[src/rtl/alu_sequencer_if.sv]
// ---------------------------------------------------------------------------
// alu_sequencer_if
// Bus between the alu_sequencer controller and its surroundings (program ROM,
// ALU datapath and the carry register).
//   prog_addr  : program ROM address (sequencer -> ROM)
//   prog_data  : ROM read data, one cycle after prog_addr (ROM -> sequencer)
//   cy         : registered carry flag from CY_reg (datapath -> sequencer)
//   alu_op     : ALU operation code
//   alu_ci     : ALU carry-in
//   b_sel      : B-operand mux select (0 = register file, 1 = imm)
//   reg_sel    : register-file index for operand B
//   imm        : latched immediate / operand byte
//   acc_we     : accumulator write strobe
//   cy_ce      : carry register clock enable
//   halt       : high while the sequencer is halted
// The master modport is the sequencer view, the slave modport the
// ROM/datapath view.
// ---------------------------------------------------------------------------
interface alu_sequencer_if;
  logic [7:0] prog_addr;
  logic [7:0] prog_data;
  logic       cy;
  logic [2:0] alu_op;
  logic       alu_ci;
  logic       b_sel;
  logic [1:0] reg_sel;
  logic [7:0] imm;
  logic       acc_we;
  logic       cy_ce;
  logic       halt;

  modport master (
    output prog_addr, alu_op, alu_ci, b_sel, reg_sel, imm, acc_we, cy_ce, halt,
    input  prog_data, cy
  );

  modport slave (
    input  prog_addr, alu_op, alu_ci, b_sel, reg_sel, imm, acc_we, cy_ce, halt,
    output prog_data, cy
  );
endinterface

[src/rtl/alu_sequencer.sv]
// ---------------------------------------------------------------------------
// alu_sequencer
// Multi-cycle fetch/decode/execute controller for an 8-bit ALU and its carry
// register. Instruction bytes come from a synchronous program ROM (data valid
// one cycle after the address). Each instruction is decoded into ALU control
// signals; conditional and unconditional jumps use the registered carry.
//
// Instruction classes (IR[7:6]):
//   00 ooo c rr : ALU op with register operand        (1 byte)
//   01 ooo c xx : ALU op with immediate operand        (2 bytes)
//   10 jj xxxx  : JMP / JC / JNC / 2-byte NOP, target  (2 bytes)
//   11          : 0xFF = HLT, anything else 1-byte NOP
//
// Ports:
//   clk : system clock, rising edge
//   rst : asynchronous active-high reset
//   bus : alu_sequencer_if.master (ROM address/data, carry in, ALU controls)
// ---------------------------------------------------------------------------
module alu_sequencer (
  input  logic             clk,
  input  logic             rst,
  alu_sequencer_if.master  bus
);

  typedef enum logic [2:0] {
    S_FETCH   = 3'd0,
    S_DECODE  = 3'd1,
    S_OPERAND = 3'd2,
    S_EXEC    = 3'd3,
    S_HALT    = 3'd4
  } state_e;

  state_e     state_q;
  logic [7:0] pc_q;
  logic [7:0] ir_q;
  logic [7:0] imm_q;
  logic       acc_we_q;
  logic       cy_ce_q;
  logic       halt_q;

  // Decode of the byte arriving from the ROM during DECODE.
  logic       dec_two_byte_s;
  logic       dec_alu_reg_s;
  logic       dec_halt_s;
  logic       dec_cy_ce_s;
  // Decode of the latched IR during OPERAND.
  logic       ir_alu_imm_s;
  logic       ir_cy_ce_s;
  logic       jump_taken_s;
  logic       alu_ci_s;

  // Classify the incoming instruction byte while in DECODE.
  always_comb begin
    dec_two_byte_s = (bus.prog_data[7:6] == 2'b01) || (bus.prog_data[7:6] == 2'b10);
    dec_alu_reg_s  = (bus.prog_data[7:6] == 2'b00);
    dec_halt_s     = (bus.prog_data == 8'hFF);
    // Ops 110 and 111 do not update the carry register.
    dec_cy_ce_s    = (bus.prog_data[5:3] <= 3'b101);
  end

  // Classify the latched instruction and evaluate the jump condition on cy.
  always_comb begin
    ir_alu_imm_s = (ir_q[7:6] == 2'b01);
    ir_cy_ce_s   = (ir_q[5:3] <= 3'b101);
    case (ir_q[5:4])
      2'b00:   jump_taken_s = 1'b1;       // JMP
      2'b01:   jump_taken_s = bus.cy;     // JC
      2'b10:   jump_taken_s = ~bus.cy;    // JNC
      default: jump_taken_s = 1'b0;       // 2-byte NOP
    endcase
  end

  // Carry-in follows the live carry so ADC/SBC see the value registered by the
  // previous instruction's EXEC edge.
  always_comb begin
    if (ir_q[2] && ((ir_q[5:3] == 3'b000) || (ir_q[5:3] == 3'b001))) begin
      alu_ci_s = bus.cy;
    end else begin
      alu_ci_s = 1'b0;
    end
  end

  // Sequencer FSM with registered PC, IR, immediate and strobes.
  always_ff @(posedge clk or posedge rst) begin
    if (rst) begin
      state_q  <= S_FETCH;
      pc_q     <= 8'h00;
      ir_q     <= 8'hC0;
      imm_q    <= 8'h00;
      acc_we_q <= 1'b0;
      cy_ce_q  <= 1'b0;
      halt_q   <= 1'b0;
    end else begin
      // Strobes are single-cycle: only the transition into EXEC raises them.
      acc_we_q <= 1'b0;
      cy_ce_q  <= 1'b0;
      case (state_q)
        S_FETCH: begin
          pc_q    <= pc_q + 8'd1;
          state_q <= S_DECODE;
        end
        S_DECODE: begin
          ir_q <= bus.prog_data;
          if (dec_halt_s) begin
            halt_q  <= 1'b1;
            state_q <= S_HALT;
          end else if (dec_two_byte_s) begin
            pc_q    <= pc_q + 8'd1;
            state_q <= S_OPERAND;
          end else if (dec_alu_reg_s) begin
            acc_we_q <= 1'b1;
            cy_ce_q  <= dec_cy_ce_s;
            state_q  <= S_EXEC;
          end else begin
            state_q <= S_FETCH;
          end
        end
        S_OPERAND: begin
          imm_q <= bus.prog_data;
          if (ir_alu_imm_s) begin
            acc_we_q <= 1'b1;
            cy_ce_q  <= ir_cy_ce_s;
            state_q  <= S_EXEC;
          end else if (jump_taken_s) begin
            state_q <= S_EXEC;
          end else begin
            // PC already points past the operand byte.
            state_q <= S_FETCH;
          end
        end
        S_EXEC: begin
          // Only taken jumps reach EXEC from the jump class.
          if (ir_q[7:6] == 2'b10) begin
            pc_q <= imm_q;
          end else begin
            pc_q <= pc_q;
          end
          state_q <= S_FETCH;
        end
        S_HALT: begin
          halt_q  <= 1'b1;
          state_q <= S_HALT;
        end
        default: begin
          state_q <= S_FETCH;
        end
      endcase
    end
  end

  assign bus.prog_addr = pc_q;
  assign bus.alu_op    = ir_q[5:3];
  assign bus.reg_sel   = ir_q[1:0];
  assign bus.b_sel     = (ir_q[7:6] == 2'b01);
  assign bus.imm       = imm_q;
  assign bus.alu_ci    = alu_ci_s;
  assign bus.acc_we    = acc_we_q;
  assign bus.cy_ce     = cy_ce_q;
  assign bus.halt      = halt_q;

endmodule

[src/flat_wrapper.sv]
// flat-port wrapper written by rule: the top's interface ports become plain ports
module alu_sequencer_flat 
  (clk, rst, bus_prog_addr, bus_alu_op, bus_alu_ci, bus_b_sel, bus_reg_sel, bus_imm, bus_acc_we, bus_cy_ce, bus_halt, bus_prog_data, bus_cy);
  alu_sequencer_if bus_i ();
  input  logic clk;
  input  logic rst;
  output wire logic [$bits(bus_i.prog_addr)-1:0] bus_prog_addr;
  output wire logic [$bits(bus_i.alu_op)-1:0] bus_alu_op;
  output wire logic [$bits(bus_i.alu_ci)-1:0] bus_alu_ci;
  output wire logic [$bits(bus_i.b_sel)-1:0] bus_b_sel;
  output wire logic [$bits(bus_i.reg_sel)-1:0] bus_reg_sel;
  output wire logic [$bits(bus_i.imm)-1:0] bus_imm;
  output wire logic [$bits(bus_i.acc_we)-1:0] bus_acc_we;
  output wire logic [$bits(bus_i.cy_ce)-1:0] bus_cy_ce;
  output wire logic [$bits(bus_i.halt)-1:0] bus_halt;
  input wire logic [$bits(bus_i.prog_data)-1:0] bus_prog_data;
  input wire logic [$bits(bus_i.cy)-1:0] bus_cy;
  assign bus_prog_addr = bus_i.prog_addr;
  assign bus_alu_op = bus_i.alu_op;
  assign bus_alu_ci = bus_i.alu_ci;
  assign bus_b_sel = bus_i.b_sel;
  assign bus_reg_sel = bus_i.reg_sel;
  assign bus_imm = bus_i.imm;
  assign bus_acc_we = bus_i.acc_we;
  assign bus_cy_ce = bus_i.cy_ce;
  assign bus_halt = bus_i.halt;
  assign bus_i.prog_data = bus_prog_data;
  assign bus_i.cy = bus_cy;
  alu_sequencer u_core (.clk(clk), .rst(rst), .bus(bus_i));
endmodule
[config.mk]
export PLATFORM = sky130hd
export DESIGN_NAME = alu_sequencer_flat
export DESIGN_NICKNAME = d
export VERILOG_FILES = /design/src/rtl/alu_sequencer_if.sv /design/src/rtl/alu_sequencer.sv /design/src/flat_wrapper.sv
export SDC_FILE = /design/constraint.sdc
export NUM_CORES = 1
export LEC_CHECK = 0
export BUFFER_PORTS_ARGS = -buffer_cell sky130_fd_sc_hd__buf_2
export CORE_MARGIN = 5
export CORE_UTILIZATION = 47
export CTS_CLUSTER_DIAMETER = 120
export CTS_CLUSTER_SIZE = 12
export DETAILED_ROUTE_END_ITERATION = 16
export GPL_ROUTABILITY_DRIVEN = 0
export PLACE_DENSITY = 0.74
export SLEW_MARGIN = 20
export SYNTH_ARGS = -nofsm -noshare
export SYNTH_HDL_FRONTEND = slang
export SYNTH_SLANG_ARGS = --single-unit
[constraint.sdc]
create_clock -name clk -period 1.45 [get_ports clk]
set_clock_uncertainty 0.1 [all_clocks]
set_input_delay 0 -clock clk [delete_from_list [all_inputs] [get_ports clk]]
set_output_delay 0 -clock clk [all_outputs]
set_load 0.05 [all_outputs]
## After elaboration in Yosys (flattened, before gate mapping)

Index checks and enable logic that the tools add are counted.

| cells by class | value |
|---|---|
| $add $sub $neg | 1 |
| $lt $le $gt $ge | 2 |
| reduce and logical (&&, ||, !) cells | 11 |
| bitwise operators | 1 |
| eq/ne operators | 16 |
| muxes and demuxes | 24 |

Operator list:

| operator | number |
|---|---|
| two-way mux 8 bit | 3 |
| one-hot mux 8 bit (3 select lines) | 1 |
| one-hot mux 3 bit (4 select lines) | 1 |
| two-way mux 1 bit | 10 |
| two-way mux 3 bit | 3 |
| adder 8 x 1 -> 8 bit, second input constant | 1 |
| equality test 8 bit, second input constant | 1 |
| equality test 2 x 1 -> 1 bit, second input constant | 3 |
| equality test 2 bit, second input constant | 3 |
| equality test 3 x 1 -> 1 bit, second input constant | 2 |
| equality test 3 x 2 -> 1 bit, second input constant | 2 |
| less-or-equal comparator 3 bit, second input constant | 2 |
| zero test 3 bit | 2 |
| != test 2 x 1 -> 1 bit, second input constant | 3 |
| one-hot mux 1 bit (2 select lines) | 3 |
| zero test 2 bit | 2 |
| two-way mux 2 bit | 2 |
| AND reduction 4 bit | 1 |
| equality test 3 bit, second input constant | 1 |
| one-hot mux 1 bit (3 select lines) | 1 |
| nonzero test 3 bit | 1 |
| logical OR 1 bit | 2 |
| != test 2 bit, second input constant | 1 |
| AND reduction 2 bit | 1 |
| 3 further kinds | 3 |

| word-level totals | value |
|---|---|
| register bits after elaboration | 30 |
| logic and storage cells | 62 |
| input port bits | 11 |
| output and inout port bits | 26 |

## Depth between registers and ports, before layout

| logic depth | value |
|---|---|
| word-level depth | 5 |
| mapped depth | 7 |
| gate-level depth less buffers | 6 |

## Least setup slack after synthesis

Ideal clock, no wire load.

| timing path | value |
|---|---|
| kind | register to output |
| start | register u_core.ir_q[4] |
| end | output bus_alu_ci |
| stages on the path, launching flop included | 2 |
| data arrival time | 1.943 ns |
| slack | -0.593 ns |
| required time | 1.350 ns |
| buffers on the path | 0 |
| cells stage by stage | dfrtp_1 > nor4bb_1 |

| between the ends | value |
|---|---|
| cells in the longest elaborated chain, start to end | 4 |
| elaborated cells on any way between the ends | 5 |
| classes of those cells | eq/ne: 1; mux: 1; reduce/logical: 3 |

Ends and longest elaborated chain:

| what | line | RTL |
|---|---|---|
| start: declaration | alu_sequencer.sv:35 | `logic [7:0] ir_q;` |
| start signal: assignment | alu_sequencer.sv:103 | `ir_q <= bus.prog_data;` |
| equality test 3 x 1 -> 1 bit or zero test 3 bit (tied branches) | alu_sequencer.sv:76 | `if (ir_q[2] && ((ir_q[5:3] == 3'b000) \|\| (ir_q[5:3] == 3'b001))) begin` |
| logical OR 1 bit * | alu_sequencer.sv:76 |  |
| logical AND 1 bit * | alu_sequencer.sv:76 |  |
| two-way mux 1 bit * | alu_sequencer.sv:76 |  |
| end: declaration | flat_wrapper.sv:9 | `output wire logic [$bits(bus_i.alu_ci)-1:0] bus_alu_ci;` |

Mark *: on every way between the ends. The rest lies on a longest branch, timed or not.

## Final worst setup path

| timing path | value |
|---|---|
| start | register u_core.ir_q[7] |
| end | register u_core.pc_q[5], in the netlist u_core.bus.prog_addr[5] |

| between the ends | value |
|---|---|
| cells in the longest elaborated chain, start to end | 3 |

Ends and longest elaborated chain:

| what | line | RTL |
|---|---|---|
| equality test 2 bit | alu_sequencer.sv:133 | `if (ir_q[7:6] == 2'b10) begin` |
| != test 2 x 1 -> 1 bit (no source line) | -- |  |
| AND reduction 4 bit (no source line) | -- |  |
| end signal: assignment | alu_sequencer.sv:108 | `pc_q <= pc_q + 8'd1;` |
| end signal: assignment | alu_sequencer.sv:134 | `pc_q <= imm_q;` |
| end signal: assignment | alu_sequencer.sv:136 | `pc_q <= pc_q;` |
| end: declaration | alu_sequencer.sv:34 | `logic [7:0] pc_q;` |

No other way between the ends.
A chain may end at the register's enable or synchronous reset.

==> run summary <==
The biggest area contributor in the post-synthesis netlist is sky130_fd_sc_hd__dfrtp_1. The commonest register cell after synthesis was sky130_fd_sc_hd__dfrtp_1. Class of the most critical setup path: flop to flop.

Detailed routing inserted a total of 1290 vias. The adder and majority cell fraction of the synthesized area is 3.28%, and the total number of yosys warnings is 0. The die covers 0.00448 sq mm.

The half-perimeter wire length after detailed placement is 2610 microns, and the count of maximum capacitance violations is 0. The overall die height was 67.0 microns. The class of the worst hold path was input port to flop. Slew at the pin closest to its max-slew limit: 365 ps. Number of nets with antenna violations after detailed routing: 0. Number of buffers added by the clock tree synthesis step: 5. Global routing used 18.5% of the available tracks across all layers. In this run the cell area of the synthesized design comes to 0.00153 sq mm. Number of enable-type register cells in the synthesized netlist: 0. Highest clock rate: 631 MHz.

The number of optimization iterations in the first detailed-route pass came out at 4. The tools report the worst setup timing slack at the placement stage as -113 ps. TritonCTS built the clock tree.

After Yosys synthesis, XOR and XNOR cells account for 0% of the synthesized area. For this run, asynchronously set or reset flops after synthesis account for 100%. The ratio of final minimum period to clock period was 109%; the global-route wire length before repair was 6200 microns.

Synthesis produced a netlist whose cell count is 137. The floorplan step set the die width to 67.0 microns. The run gives 3660 microns as the total detailed-routing wirelength. The run gives 1570 ps as the data required time at the worst endpoint. The tools report the total number of placement rows as 20.

After detailed placement, the total cell area comes to 0.00181 sq mm. The cell with the most instances after synthesis is sky130_fd_sc_hd__dfrtp_1. The flip-flop and latch count after synthesis was 30. The region available for standard cell placement spans 0.00308 sq mm. The number of pins exceeding their max-slew limit in the final report came out at 0.

After clock tree synthesis, the clock-pin slew on the worst setup and hold paths is 90 ps. For this design the top-level I/O count stands at 37. The initial antenna violation count was 0.

The share of synthesized area occupied by flip-flops and latches was 49.4%; the H-tree depth was 2. The mean routed wirelength per cell came out at 15.1 microns. Of the total synthesized cell area, the portion taken by AND, OR, NAND and NOR gates is 14.6%.

Post-route minimum period: 1590 ps. The sort of element at the end of the critical path is a flop. Setup repair after global routing could not meet its margin everywhere. Buffer cell driving the clock tree root: sky130_fd_sc_hd__clkbuf_4.

In the final design database the tool counted 213 nets. The repair_antennas step left the layout with diodes totalling 0. Yosys mapped the design onto 34 distinct sky130hd cell types. The number of endpoints with negative hold slack in the final report came out at 0. The post-route cell area is 0.00203 sq mm, and the number of endpoints failing setup at the final stage is 23.

The smallest setup slack after layout came out at -136 ps. The critical path launch point type is a flop. After synthesis, the largest family of logic cells by area is simple AND/OR/NAND/NOR gates. The number of DRC markers after the initial detailed-route iteration is 66, and the portion of synthesized cell area occupied by the leading cell type is 45.9%. Counting instances in the post-synthesis netlist gives the leading cell types as sky130_fd_sc_hd__dfrtp_1 (28), sky130_fd_sc_hd__mux2_2 (15), sky130_fd_sc_hd__o21ai_0 (11), sky130_fd_sc_hd__a21oi_1 (10), sky130_fd_sc_hd__nand2_1 (10).

By area the synthesized netlist is led by sky130_fd_sc_hd__dfrtp_1 (46%), sky130_fd_sc_hd__mux2_2 (11%), sky130_fd_sc_hd__o21ai_0 (3.6%), sky130_fd_sc_hd__buf_4 (3.4%), sky130_fd_sc_hd__dfstp_2 (3.4%). The post-synthesis mux area share came out at 12.4%. Share of cells above drive strength 1: 47.7%.

The top fanout value on the critical path is 8, and the aggregate negative setup slack is -1630 ps. The run finished, with violations left. Data on the critical path arrives at its endpoint at 1700 ps. The longest clock path from root to sink contains 2 buffers. The checks that failed: setup timing. The run gives 1310 as the via count of the first global-routing pass.

Relative to the synthesized area, the layout overhead comes to 33.2%. After detailed routing, the number of remaining DRC violations is 0. The tools report the net count of the mapped netlist as 152. The number of I/O port buffers is 36, and the average vias per placed instance is 5.31. Entering global routing, the biggest net connects 31 pins. The synthesized area divided by synthesized cell count is 11.1 sq um. The compound-cell area share of the yosys netlist was 13.3%; the number of sinks driven by the clock tree was 30. The logs give 49.6% for the effective utilization at floorplan and 53.9 ps for the worst hold slack after final layout. The tools report the total congestion overflow as 0. The clock latency reported for the late side of the worst-skew pair came out at 330 ps.

Headroom to the max-slew limit came out at 75.6%.
layer usage:
metal / global-route usage, % / up-vias / wire (microns)
met5: 0 / - / 0
met4: 4.56 / 0 / 41
met3: 5.23 / 6 / 182
met2: 31.9 / 40 / 1890
met1: 22.7 / 632 / 1550
li1: - / 612 / -
layout make-up:
class / count / area [sq um]
fillers: 234 / 1050
flip-flops and latches: 30 / 759
multi-input cells: 90 / 703
repair buffers: 65 / 432
clock buffers: 7 / 55.1
well taps: 44 / 55.1
inverters: 6 / 22.5
clock inverters: 1 / 5.00
placed cells by master, fill, tap and decap left out, types with 6 or more instances in the layout:
| cell type | netlist | final |
|---|---|---|
| sky130_fd_sc_hd__a21oi_1 | 10 | 7 |
| sky130_fd_sc_hd__buf_2 | 2 | 35 |
| sky130_fd_sc_hd__buf_4 | 7 | 18 |
| sky130_fd_sc_hd__dfrtp_1 | 28 | 23 |
| sky130_fd_sc_hd__dlygate4sd3_1 | 0 | 11 |
| sky130_fd_sc_hd__inv_1 | 6 | 6 |
| sky130_fd_sc_hd__mux2_2 | 15 | 15 |
| sky130_fd_sc_hd__nand2_1 | 10 | 10 |
| sky130_fd_sc_hd__nand3_1 | 6 | 6 |
| sky130_fd_sc_hd__o21ai_0 | 11 | 10 |
registers in the layout, summed over array words and instances (netlist names):
name / flops
u_core.bus.cy_ce: 1
u_core.bus.imm: 8
u_core.ir_q: 8
u_core.bus.acc_we: 1
u_core.state_q: 3
u_core.bus.halt: 1
u_core.bus.prog_addr: 8
logic make-up (layout without fill, tap and decap cells):
group	count (synthesis)	in the layout
fa+ha+maj	4	4
mux	17	17
buf+inv	17	79
simple gates	36	36
compound gates	33	33
flops	30	30
timing repair:
action                     in CTS  in global routing
setup buffers                   1                  2
hold buffers                   11                  0
gates resized for setup         7                  4
hold endpoints to repair       46                  0
pin swaps                       1                  2
setup endpoints to repair      26                 27
worst max-delay path, stage by stage, from the launching register on:
cell and delay [ps]:
sky130_fd_sc_hd__dfstp_2 540, sky130_fd_sc_hd__nand3b_1 140, sky130_fd_sc_hd__a211oi_4 320, sky130_fd_sc_hd__and2_4 270
sky130_fd_sc_hd__a21oi_1 90
metrics by stage:
stage               cells  util (%)
finish                243      66.0
global route          243      66.0
CTS                   241      65.1
detailed placement    221      58.7
global placement      221      58.7
floorplan             137         -
path summary, 6_finish.rpt:
kind	from	slack [ps]	to	cells past startpoint
hold / removal	bus_cy	50	u_core.state_q[0]$_DFF_PP0_	4
hold reg to reg	u_core.bus.halt$_DFFE_PP0P_	380	u_core.bus.halt$_DFFE_PP0P_	1
min in group asynchronous	rst	190	u_core.bus.imm[4]$_DFFE_PP0N_	4
setup reg to reg	u_core.ir_q[7]$_DFFE_PP1P_	-140	u_core.bus.prog_addr[5]$_DFFE_PP0P_	4
setup / recovery	u_core.ir_q[7]$_DFFE_PP1P_	-140	u_core.bus.prog_addr[5]$_DFFE_PP0P_	4
max in group asynchronous	rst	750	u_core.ir_q[6]$_DFFE_PP1P_	4
Power is not shown: default switching activity piles up to over one toggle a cycle in this logic, so the estimate is an artifact.
